### src/rtl/argon_mem_pkg.sv
// rtl/argon_mem_pkg.sv - shared mask encodings, arbiter state and requester ids for the memory arbiter.
package argon_mem_pkg;

  localparam logic [2:0] RDMASK_NONE = 3'd0;
  localparam logic [2:0] RDMASK_B    = 3'd1;
  localparam logic [2:0] RDMASK_BU   = 3'd2;
  localparam logic [2:0] RDMASK_H    = 3'd3;
  localparam logic [2:0] RDMASK_HU   = 3'd4;
  localparam logic [2:0] RDMASK_W    = 3'd5;

  localparam logic [1:0] WRMASK_NONE = 2'd0;
  localparam logic [1:0] WRMASK_B    = 2'd1;
  localparam logic [1:0] WRMASK_H    = 2'd2;
  localparam logic [1:0] WRMASK_W    = 2'd3;

  typedef enum logic [1:0] {
    IDLE  = 2'd0,
    ISSUE = 2'd1,
    WAIT  = 2'd2
  } arb_state_t;

  typedef enum logic {
    REQ_IF = 1'b0,
    REQ_D  = 1'b1
  } req_id_t;

endpackage

### src/rtl/argon_arb_pick.sv
// rtl/argon_arb_pick.sv - combinational winner select; ARGON_MEM_ARB_RR_EN gives round-robin, else D over IF.
module argon_arb_pick
  import argon_mem_pkg::*;
(
  input  logic    if_req,
  input  logic    d_req,
`ifdef ARGON_MEM_ARB_RR_EN
  input  req_id_t arb_ptr,
`endif
  output req_id_t winner
);

  always_comb begin
    winner = REQ_D;
`ifdef ARGON_MEM_ARB_RR_EN
    // arb_ptr names the requester that wins the next conflict
    if (if_req && d_req) winner = arb_ptr;
    else if (if_req)     winner = REQ_IF;
`else
    if (if_req && !d_req) winner = REQ_IF;
`endif
  end

endmodule

### src/rtl/argon_mem_arbiter.sv
// rtl/argon_mem_arbiter.sv - one-outstanding arbiter sharing the 32-bit memory port between fetch and load/store.
// Define ARGON_MEM_ARB_RR_EN for round-robin arbitration; default is fixed D-over-IF priority.
module argon_mem_arbiter
  import argon_mem_pkg::*;
#(
  parameter int          RD_LATENCY = 1,
  parameter logic [31:0] RESET_ADDR = 32'h0
) (
  input  logic        i_clk,
  input  logic        i_reset_n,
  input  logic        i_if_req,
  input  logic [31:0] i_if_addr,
  output logic        o_if_gnt,
  output logic        o_if_rvalid,
  output logic [31:0] o_if_rdata,
  input  logic        i_d_req,
  input  logic        i_d_we,
  input  logic [31:0] i_d_addr,
  input  logic [31:0] i_d_wdata,
  input  logic [2:0]  i_d_rd_mask,
  input  logic [1:0]  i_d_wr_mask,
  output logic        o_d_gnt,
  output logic        o_d_rvalid,
  output logic [31:0] o_d_rdata,
  output logic [31:0] o_mem_addr,
  output logic [31:0] o_mem_wr_data,
  output logic [2:0]  o_mem_rd_mask,
  output logic [1:0]  o_mem_wr_mask,
  input  logic [31:0] i_mem_rd_data,
  output logic        o_busy
);

  localparam int               CNT_W    = $clog2(RD_LATENCY + 1);
  localparam logic [CNT_W-1:0] CNT_LOAD = CNT_W'(RD_LATENCY - 1);

  arb_state_t       state, state_nxt;
  req_id_t          winner, owner;
  logic             is_store, capture, any_req;
  logic [CNT_W-1:0] cnt;

  assign any_req = i_if_req | i_d_req;
  assign o_busy  = (state != IDLE);

`ifdef ARGON_MEM_ARB_RR_EN
  req_id_t arb_ptr;

  always_ff @(posedge i_clk or negedge i_reset_n) begin
    if (!i_reset_n)                arb_ptr <= REQ_D;
    else if (state == IDLE && any_req) arb_ptr <= (winner == REQ_D) ? REQ_IF : REQ_D;
  end

  argon_arb_pick u_pick (.if_req(i_if_req), .d_req(i_d_req), .arb_ptr(arb_ptr), .winner(winner));
`else
  argon_arb_pick u_pick (.if_req(i_if_req), .d_req(i_d_req), .winner(winner));
`endif

  always_comb begin
    state_nxt = state;
    capture   = 1'b0;
    case (state)
      IDLE:  if (any_req) state_nxt = ISSUE;
      ISSUE: begin
        if (is_store) state_nxt = IDLE;
        else if (RD_LATENCY > 1) state_nxt = WAIT;
        else begin
          state_nxt = IDLE;
          capture   = 1'b1;
        end
      end
      WAIT: begin
        if (cnt == '0) begin
          state_nxt = IDLE;
          capture   = 1'b1;
        end
      end
      default: state_nxt = IDLE;
    endcase
  end

  always_ff @(posedge i_clk or negedge i_reset_n) begin
    if (!i_reset_n) begin
      state         <= IDLE;
      owner         <= REQ_D;
      is_store      <= 1'b0;
      cnt           <= '0;
      o_if_gnt      <= 1'b0;
      o_d_gnt       <= 1'b0;
      o_if_rvalid   <= 1'b0;
      o_d_rvalid    <= 1'b0;
      o_if_rdata    <= '0;
      o_d_rdata     <= '0;
      o_mem_addr    <= RESET_ADDR;
      o_mem_wr_data <= '0;
      o_mem_rd_mask <= RDMASK_NONE;
      o_mem_wr_mask <= WRMASK_NONE;
    end else begin
      state       <= state_nxt;
      o_if_gnt    <= 1'b0;
      o_d_gnt     <= 1'b0;
      o_if_rvalid <= capture && (owner == REQ_IF);
      o_d_rvalid  <= capture && (owner == REQ_D);
      if (capture && owner == REQ_IF) o_if_rdata <= i_mem_rd_data;
      if (capture && owner == REQ_D)  o_d_rdata  <= i_mem_rd_data;

      case (state)
        IDLE: begin
          // transaction is latched here so the bus is stable for the whole ISSUE cycle
          if (any_req) begin
            owner <= winner;
            if (winner == REQ_D) begin
              o_d_gnt       <= 1'b1;
              o_mem_addr    <= i_d_addr;
              o_mem_wr_data <= i_d_wdata;
              is_store      <= i_d_we;
              o_mem_rd_mask <= i_d_we ? RDMASK_NONE : i_d_rd_mask;
              o_mem_wr_mask <= i_d_we ? i_d_wr_mask : WRMASK_NONE;
            end else begin
              o_if_gnt      <= 1'b1;
              o_mem_addr    <= i_if_addr;
              is_store      <= 1'b0;
              o_mem_rd_mask <= RDMASK_W;
              o_mem_wr_mask <= WRMASK_NONE;
            end
          end
        end
        ISSUE:   cnt <= CNT_LOAD;
        WAIT:    cnt <= cnt - CNT_W'(1);
        default: cnt <= '0;
      endcase

      if (state != IDLE && state_nxt == IDLE) begin
        o_mem_rd_mask <= RDMASK_NONE;
        o_mem_wr_mask <= WRMASK_NONE;
      end
    end
  end

endmodule

### config.mk
export PLATFORM = sky130hd
export DESIGN_NAME = argon_mem_arbiter
export DESIGN_NICKNAME = d
export VERILOG_FILES = /design/src/rtl/argon_mem_pkg.sv /design/src/rtl/argon_arb_pick.sv /design/src/rtl/argon_mem_arbiter.sv
export SDC_FILE = /design/constraint.sdc
export NUM_CORES = 1
export LEC_CHECK = 0
export ABC_CLOCK_PERIOD_IN_PS = 2000
export CAP_MARGIN = 20
export CELL_PAD_IN_SITES_DETAIL_PLACEMENT = 1
export CELL_PAD_IN_SITES_GLOBAL_PLACEMENT = 1
export CORE_MARGIN = 2
export CORE_UTILIZATION = 32
export DETAILED_ROUTE_END_ITERATION = 6
export PLACE_DENSITY = 0.79
export RECOVER_POWER = 100
export REMOVE_ABC_BUFFERS = 1
export SLEW_MARGIN = 20
export SYNTH_ARGS = -nofsm -noshare
export SYNTH_HDL_FRONTEND = slang
export SYNTH_SLANG_ARGS = --single-unit
### constraint.sdc
create_clock -name i_clk -period 2 [get_ports i_clk]
set_input_delay 0.3 -clock i_clk [delete_from_list [all_inputs] [get_ports i_clk]]
set_output_delay 0.3 -clock i_clk [all_outputs]
set_load 0.1 [all_outputs]
==> flow_metrics.tcl, run 1 <==
set metrics [dict create \
    status "finished clean" \
    antenna_found_initial 0 \
    die_w_um 139.1 \
    place_worst_setup_slack_ns 0.1459 \
    tritoncts "yes" \
    initial_utilization_pct 32.53 \
    die_h_um 139.1 \
    area_growth_syn_to_layout_pct 48.81 \
    ys_top_cells_by_area "dfrtp_1, mux2_2, mux2_4" \
    multi_input_area_sq_um 1974 \
    synthFlopType "dfrtp_1" \
    drtAntennaViolNets 0 \
    cts_sinks 142 \
    cts.path.max_buffers 2 \
    numCtsBuffers 17 \
    cp_cell_sequence "inv_1 -> ha_1 -> buf_6 -> inv_1 -> buf_8" \
    viasPerCell 4.664 \
    critPathLaunchType "register" \
    portBuffers 275 \
    synth.most_common_cell "dfrtp_1" \
    crit_slowest_cell "dfrtp_1" \
    synth_top_area_share_pct 60.37 \
    gp_congestion 0.7547 \
    max_freq_mhz 534.1 \
    n_antenna_cell 0 \
    synth_seq_area_share_pct 60.82 \
    finalMaxSlewViolations 0 \
    grt_max_degree 65 \
    arrival_ns 1.57 \
    async_flop_share_pct 100.0 \
    route.detailed.drc 0 \
    crit_type "reg -> out" \
    critPathMaxFanout 11 \
    cts-root-buf "clkbuf_16" \
    dieArea_sq_um 19360 \
    ios 276 \
    fin_crit_sh_pct 93.62 \
    htree_levels 4 \
    ff_latch_area_sq_um 3555 \
    gr-usage-all-layers_pct 17.72 \
    grt_pass1_wl_um 27040 \
    hpwl_um 12550 \
    vias 4305 \
    grt-ovfl-total 0 \
    coreArea_sq_um 17960 \
    synth_cells 397 \
    synth_edf_count 0 \
    row_count 49 \
    reg2reg_slack_ns 0.14 \
    yosys_register_bits 142 \
    hold_viol_final 0 \
    netlist_area_sq_um 5844 \
    rsz0062_at_grt "false" \
    drt-total-wl_um 16620 \
    yosysTopAreaCell "dfrtp_1" \
    synth_common_cells "dfrtp_1, mux2_2, nand2_1" \
    tightest_slew_ns 1.190 \
    synth_cell_types 31 \
    reg2reg_from "state[0]$_DFF_PN0_" \
    drive_above_1_share_pct 35.59 \
    endpoint_kind "output port" \
    finClkSkew_ns 0.006304 \
    wire_per_inst_um 18.01 \
    hold_path.class "in -> reg" \
    num-fill-cells 1912 \
    cpMostUsedCell "inv_1" \
    final.setup.worst_slack_ns 0.1276 \
    drt-initial-drc-count 148 \
    slowest_delay_ns 0.39 \
    clock_latency_ns 0.42 \
    avgSynthCellArea_sq_um 14.72 \
    worstHoldStart "i_d_wdata[28]" \
    max_slew_margin_pct 20.70 \
    first_pass_iters 4 \
    nets 822 \
    ys.warnings.count 0 \
    path_clk_slew_ns 0.06 \
    grt_pass1_vias 4968 \
    cp_data_required_time_ns 1.70 \
    max-cap-violations 0 \
    finalSetupViolations 0 \
    crit_start "state[1]$_DFF_PN0_" \
    fin_crit_ns 1.872 \
]
cell type report:
| class | instances | share of cell area, % |
|---|---|---|
| multi-input combinational | 230 | 22.70 |
| inverter | 3 | 0.1295 |
| sequential | 142 | 40.87 |
| clock buffer | 20 | 5.251 |
| timing repair buffer | 287 | 25.64 |
| clock inverter | 12 | 2.115 |
| tap | 229 | 3.294 |
critical path: cells and delay by family (launching register included):
family | cells | cell delay, ns
DFF | 1 | 0.39
adders and majority gates | 1 | 0.22
buffers and inverters | 4 | 0.55
flip-flops by register name, summed over array words and instances (netlist names), 2 cells and up:
register,cells
o_d_rdata,32
o_if_rdata,32
o_mem_addr,32
o_mem_rd_mask,3
o_mem_wr_data,32
o_mem_wr_mask,2
state,2
path summary, 6_finish.rpt:
| path | depth (start not counted) | end |
|---|---|---|
| max | 5 | o_busy |
| max in group asynchronous | 3 | o_if_rdata[5]$_DFFE_PN0P_ |
| min reg2reg | 2 | o_mem_addr[1]$_DFFE_PN0P_ |
| max reg2reg | 6 | o_if_rdata[0]$_DFFE_PN0P_ |
| min | 2 | o_mem_wr_data[28]$_DFFE_PN0P_ |
| min in group asynchronous | 2 | o_mem_addr[25]$_DFFE_PN0P_ |
metrics by stage:
step | area [sq um] | cells | TNS [ns] | hold WS [ns] | util (%)
global route | 8697 | 923 | 0 | 0.4671 | 48.42
detailed placement | 8547 | 890 | 0 | 0.2665 | 47.58
global placement | 8547 | 890 | 0 | 0.2591 | 47.58
floorplan | 5642 | 375 | -44.64 | 0.004409 | -
CTS | 9198 | 923 | 0 | 0.4030 | 51.20
finish | 8697 | 923 | 0 | 0.4802 | 48.42
placed cells by master, fill, tap and decap left out, drive strengths merged:
cell,n
or2,1
a21o,1
dfstp,1
nor2,4
bufinv,4
nand2,36
dfrtp,141
inv,5
nand2b,5
a32oi,2
a22oi,1
mux2,96
clkbuf,161
a22o,1
a31oi,1
nand3b,1
o21ai,35
ha,3
and2,2
a21oi,4
mux2i,32
dlygate4sd3,2
nor2b,3
a311oi,2
clkinv,4
buf,9
clkdlybuf4s50,135
clkinvlp,2
cell families (layout without fill, tap and decap cells):
family          after synthesis  in the layout  share of synthesized area [%]
buf+inv                      25            322                          3.661
mux                         128            128                          25.84
simple gates                 52             52                          4.132
flops                       142            142                          60.82
fa+ha+maj                     3              3                         0.6423
compound gates               47             47                          4.903
metal layers:
metal	track usage (%)	part of all wire (%)	wire (um)	up-vias
li1	-	-	-	1955
met1	19.55	38	6292	2157
met2	31.45	53	8823	164
met3	6.664	7.0	1165	29
met4	5.954	2.0	340	0
met5	0	0	0	-
timing repair:
action | in CTS | in global routing
endpoints found under the setup margin | 0 | 1
hold buffers | 1 | 0
buffers inserted | 0 | 0
endpoints found under the hold margin | 39 | 0
gates resized for setup | 0 | 1
Power of run 1 is not shown: default switching activity piles up to over one toggle a cycle in this logic, so the estimate is an artifact.
==> run 2, diff against run 1 <==
==> constraint.sdc (replaced) <==
create_clock -name i_clk -period 2 [get_ports i_clk]
set_input_delay 0.4 -clock i_clk [delete_from_list [all_inputs] [get_ports i_clk]]
set_output_delay 0.4 -clock i_clk [all_outputs]
set_load 0.1 [all_outputs]
==> run 2 against run 1 <==
Worst setup slack lost 0.019 ns; critical path depth is the same; non-clock buffer count is the same; cell count is the same; critical path type unchanged; largest cell class unchanged.
==> flow_metrics.tcl, run 2 (synthesis gave the netlist of run 1 again) <==
set metrics [dict create \
    finalSetupViolations 0 \
    grt_pass1_wl_um 26670 \
    grt_pass1_vias 4821 \
    hold_ws_ns 0.4777 \
    drive_above_1_share_pct 35.88 \
    clock_latency_ns 0.42 \
    area_growth_syn_to_layout_pct 46.82 \
    critPathLaunchType "register" \
    dieArea_sq_um 19360 \
    tightest_slew_ns 0.8126 \
    viasPerCell 4.629 \
    stdcell_area_sq_um 8581 \
    gr-usage-all-layers_pct 17.47 \
    finalMaxSlewViolations 0 \
    cts_sinks 142 \
    post_cts_buffers 0 \
    grt-ovfl-total 0 \
    cts.path.max_buffers 2 \
    drt-initial-drc-count 89 \
    antenna_found_initial 0 \
    fin_crit_ns 1.892 \
    endpoint_kind "output port" \
    drtAntennaViolNets 0 \
    cp_data_required_time_ns 1.60 \
    hpwl_um 12190 \
    gp_congestion 0.7822 \
    hold_path.class "reg -> reg" \
    fin_setup_tns_ns 0 \
    status "finished clean" \
    hold_viol_final 0 \
    die_w_um 139.1 \
    htree_levels 4 \
    n_antenna_cell 0 \
    critPathMaxFanout 11 \
    vias 4273 \
    fin_crit_sh_pct 94.59 \
    nets 822 \
    crit_type "reg -> out" \
    place_worst_setup_slack_ns 0.02749 \
    arrival_ns 1.49 \
    row_count 49 \
    reg2reg_depth 6 \
    rsz0062_at_grt "false" \
    coreArea_sq_um 17960 \
    portBuffers 275 \
    mostFrequentLayoutCells "dfrtp_1, clkbuf_2, clkdlybuf4s50_1" \
    wire_per_inst_um 17.93 \
    tritoncts "yes" \
    path_clk_slew_ns 0.06 \
    max-cap-violations 0 \
    drt-total-wl_um 16550 \
    grt_max_degree 65 \
    max_freq_mhz 528.6 \
    initial_utilization_pct 32.53 \
    die_h_um 139.1 \
    worstHoldPathCells 2 \
    ios 276 \
    route.detailed.drc 0 \
    final.setup.worst_slack_ns 0.1082 \
    numCtsBuffers 17 \
    finClkSkew_ns 0.01015 \
    cts-root-buf "clkbuf_16" \
    max_slew_margin_pct 45.83 \
    placed_cell_area_sq_um 8522 \
    first_pass_iters 4 \
]
run 2: cell count changes in the layout (fill, tap and decap cells not counted), moves of 2 or more:
cell / previous run / this run
clkbuf_2: 138 / 141
clkbuf_8: 2 / 0
clkbuf_4: 3 / 1
clkinvlp_4: 2 / 4
inv_2: 0 / 2
inv_1: 3 / 1
inv_8: 0 / 4
bufinv_16: 4 / 0
run 2: layer usage:
layer	wire length (um)	up-vias	track usage [%]
met5	0	-	0
met4	407	0	6.858
met3	1077	30	5.732
met2	8621	170	30.28
met1	6445	2116	20.02
li1	-	1957	-
run 2: area by class of cell:
type,count,area (sq um)
flip-flops and latches,142,3555
repair buffers,287,2206
clock inverters,14,127.6
inverters,3,11.26
fillers,1902,9383
clock buffers,18,429.2
multi-input cells,230,1966
well taps,229,286.5
run 2: repair_timing:
| item | CTS | global route |
|---|---|---|
| endpoints found under the setup margin | 0 | 1 |
| resized for setup | 0 | 4 |
| hold buffers | 1 | 0 |
| endpoints found under the hold margin | 26 | 0 |
run 2: metrics by stage:
step	instances	util (%)
final	923	47.77
after global routing	923	47.77
after CTS	923	50.60
after detailed placement	890	47.44
after global placement	890	47.44
after floorplan	375	-
run 2: final timing paths:
check,startpoint,endpoint,slack (ns)
worst max register to register,state[0]$_DFF_PN0_,o_if_rdata[0]$_DFFE_PN0P_,0.12
max in group asynchronous,i_reset_n,o_mem_wr_mask[1]$_DFFE_PN0P_,0.28
worst min-delay path,o_mem_addr[18]$_DFFE_PN0P_,o_mem_addr[18]$_DFFE_PN0P_,0.48
worst min register to register,o_mem_addr[18]$_DFFE_PN0P_,o_mem_addr[18]$_DFFE_PN0P_,0.48
min in group asynchronous,i_reset_n,o_mem_addr[14]$_DFFE_PN0P_,0.62
worst max-delay path,state[0]$_DFF_PN0_,o_busy,0.11
run 2: critical path, cell delays in order, from the launching register on:
cell	delay, ns
dfrtp_1	0.39
inv_2	0.07
ha_2	0.19
buf_6	0.14
inv_1	0.06
buf_6	0.22
Power of run 2 is left out for the same reason.
==> run 3, diff against run 2 <==
--- a/config.mk
+++ b/config.mk
@@ -9,6 +9,7 @@
 export CAP_MARGIN = 20
 export CELL_PAD_IN_SITES_DETAIL_PLACEMENT = 1
 export CELL_PAD_IN_SITES_GLOBAL_PLACEMENT = 1
+export CORE_ASPECT_RATIO = 0.75
 export CORE_MARGIN = 2
 export CORE_UTILIZATION = 32
 export DETAILED_ROUTE_END_ITERATION = 6
==> run 3 against run 2 <==
Global-route usage is 0.15 points higher; hold slack is essentially flat; register-to-register slack improved by 0.07 ns; non-clock buffer count unchanged; clock skew shrank 0.0012 ns; first-iteration DRC count rose by 85%; die area about the same; critical path type unchanged; sequential cell count stayed put; largest cell class unchanged; routed wire length is 0.39% higher.
==> flow_metrics.tcl, run 3 (synthesis gave the netlist of run 1 again) <==
set metrics [dict create \
    status "finished clean" \
    rsz0062_at_grt "false" \
    grt-ovfl-total 0 \
    hold_end "o_mem_addr[27]$_DFFE_PN0P_" \
    fin_crit_ns 1.918 \
    nets 822 \
    cp_data_required_time_ns 1.60 \
    finalSetupViolations 0 \
    vias 4267 \
    die_h_um 121.0 \
    cpMostUsedCell "inv_1" \
    reg2reg_slack_ns 0.19 \
    finClkSkew_ns 0.008996 \
    first_pass_iters 4 \
    drtAntennaViolNets 0 \
    final_common_cell "dfrtp_1" \
    n_antenna_cell 0 \
    area_growth_syn_to_layout_pct 49.18 \
    r2r-end "o_if_rdata[6]$_DFFE_PN0P_" \
    tightest_slew_ns 1.080 \
    reg2reg_depth 6 \
    initial_utilization_pct 32.90 \
    drt-total-wl_um 16620 \
    tritoncts "yes" \
    final.setup.worst_slack_ns 0.08154 \
    grt_max_degree 79 \
    ios 276 \
    cts_sinks 142 \
    cts.path.max_buffers 2 \
    max_slew_margin_pct 27.99 \
    place_worst_setup_slack_ns 0.1235 \
    drt-initial-drc-count 165 \
    post_cts_buffers 0 \
    route.detailed.drc 0 \
    path_clk_slew_ns 0.06 \
    gp_congestion 0.8439 \
    slowest_delay_ns 0.40 \
    mostFrequentLayoutCells "dfrtp_1, clkbuf_2, clkdlybuf4s50_1" \
    worstHoldPathCells 2 \
    drive_above_1_share_pct 35.73 \
    crit_slowest_cell "dfrtp_1" \
    viasPerCell 4.559 \
    numCtsBuffers 17 \
    cts-root-buf "clkbuf_16" \
    grt_pass1_wl_um 26520 \
    fin_crit_sh_pct 95.92 \
    clock_latency_ns 0.42 \
    utilization_pct 49.08 \
    die_w_um 160.1 \
    hpwl_um 12300 \
    max_freq_mhz 521.3 \
    finalMaxSlewViolations 0 \
    worstHoldStart "o_mem_addr[27]$_DFFE_PN0P_" \
    wire_per_inst_um 17.75 \
    max-cap-violations 0 \
    endpoint_kind "output port" \
    grt_pass1_vias 4677 \
    hold_viol_final 0 \
    row_count 42 \
    critPathMaxFanout 11 \
    reg2reg_from "state[0]$_DFF_PN0_" \
    arrival_ns 1.52 \
    antenna_found_initial 0 \
    cp_cell_sequence "inv_1 -> ha_2 -> buf_6 -> inv_1 -> buf_12" \
    critPathLaunchType "register" \
    htree_levels 4 \
    portBuffers 275 \
    dieArea_sq_um 19370 \
    gr-usage-all-layers_pct 17.62 \
    hold_path.class "reg -> reg" \
    coreArea_sq_um 17760 \
    crit_type "reg -> out" \
]
-- run 3: cell count changes in the layout (fill, tap and decap cells not counted), sizes merged --
cell      change
buf           -1
clkinvlp      -2
bufinv        +5
inv           -3
clkinv        +1
-- run 3: how the worst max path moves through the flow --
stage / slack (ns) / cells past startpoint / endpoint / start
3_5_place_dp: 0.12 / 6 / o_mem_addr[6]$_DFFE_PN0P_ / i_d_req
6_report: 0.08 / 5 / o_busy / state[0]$_DFF_PN0_
5_1_grt: 0.004 / 5 / o_busy / state[0]$_DFF_PN0_
3_3_place_gp: 0.20 / 6 / o_mem_addr[7]$_DFFE_PN0P_ / i_d_req
2_1_floorplan: -1.05 / 3 / o_mem_addr[0]$_DFFE_PN0P_ / i_d_req
4_1_cts: 0.02 / 5 / o_busy / state[1]$_DFF_PN0_
-- run 3: cell type report --
| type | count | area, sq um |
|---|---|---|
| Fill cell | 1894 | 9044 |
| Timing Repair Buffer | 287 | 2210 |
| Clock buffer | 17 | 425.4 |
| Sequential cell | 142 | 3555 |
| Inverter | 3 | 11.26 |
| Multi-Input combinational cell | 230 | 1981 |
| Clock inverter | 15 | 234.0 |
| Tap cell | 242 | 302.8 |
-- run 3: stage by stage --
step / area [sq um] / hold WS, ns / instances / setup TNS (ns)
6_report: 8718 / 0.4779 / 936 / 0
5_1_grt: 8718 / 0.5013 / 936 / 0
4_1_cts: 9225 / 0.4859 / 936 / 0
3_5_place_dp: 8552 / 0.4375 / 903 / 0
3_3_place_gp: 8552 / 0.4215 / 903 / 0
2_1_floorplan: 5642 / 0.1044 / 375 / -48.01
-- run 3: worst max-delay path: cells and delay by family (launching register included) --
kind / cells / cell delay (ns)
buffers and inverters: 4 / 0.49
adder cells (fa/ha/maj): 1 / 0.21
flip-flops: 1 / 0.40
-- run 3: repair_timing --
action | 4_1_cts | 5_1_grt
setup endpoints to repair | 1 | 1
hold endpoints to repair | 30 | 0
resized for setup | 1 | 2
hold buffers | 1 | 0
-- run 3: metal layers --
| layer | track usage, % | part of all wire [%] | wire [um] |
|---|---|---|---|
| met1 | 21.91 | 42 | 6956 |
| met4 | 5.462 | 1.4 | 230 |
| met5 | 0 | 0 | 0 |
| met2 | 29.52 | 50 | 8275 |
| met3 | 5.537 | 7.0 | 1155 |
Power of run 3 is left out for the same reason.
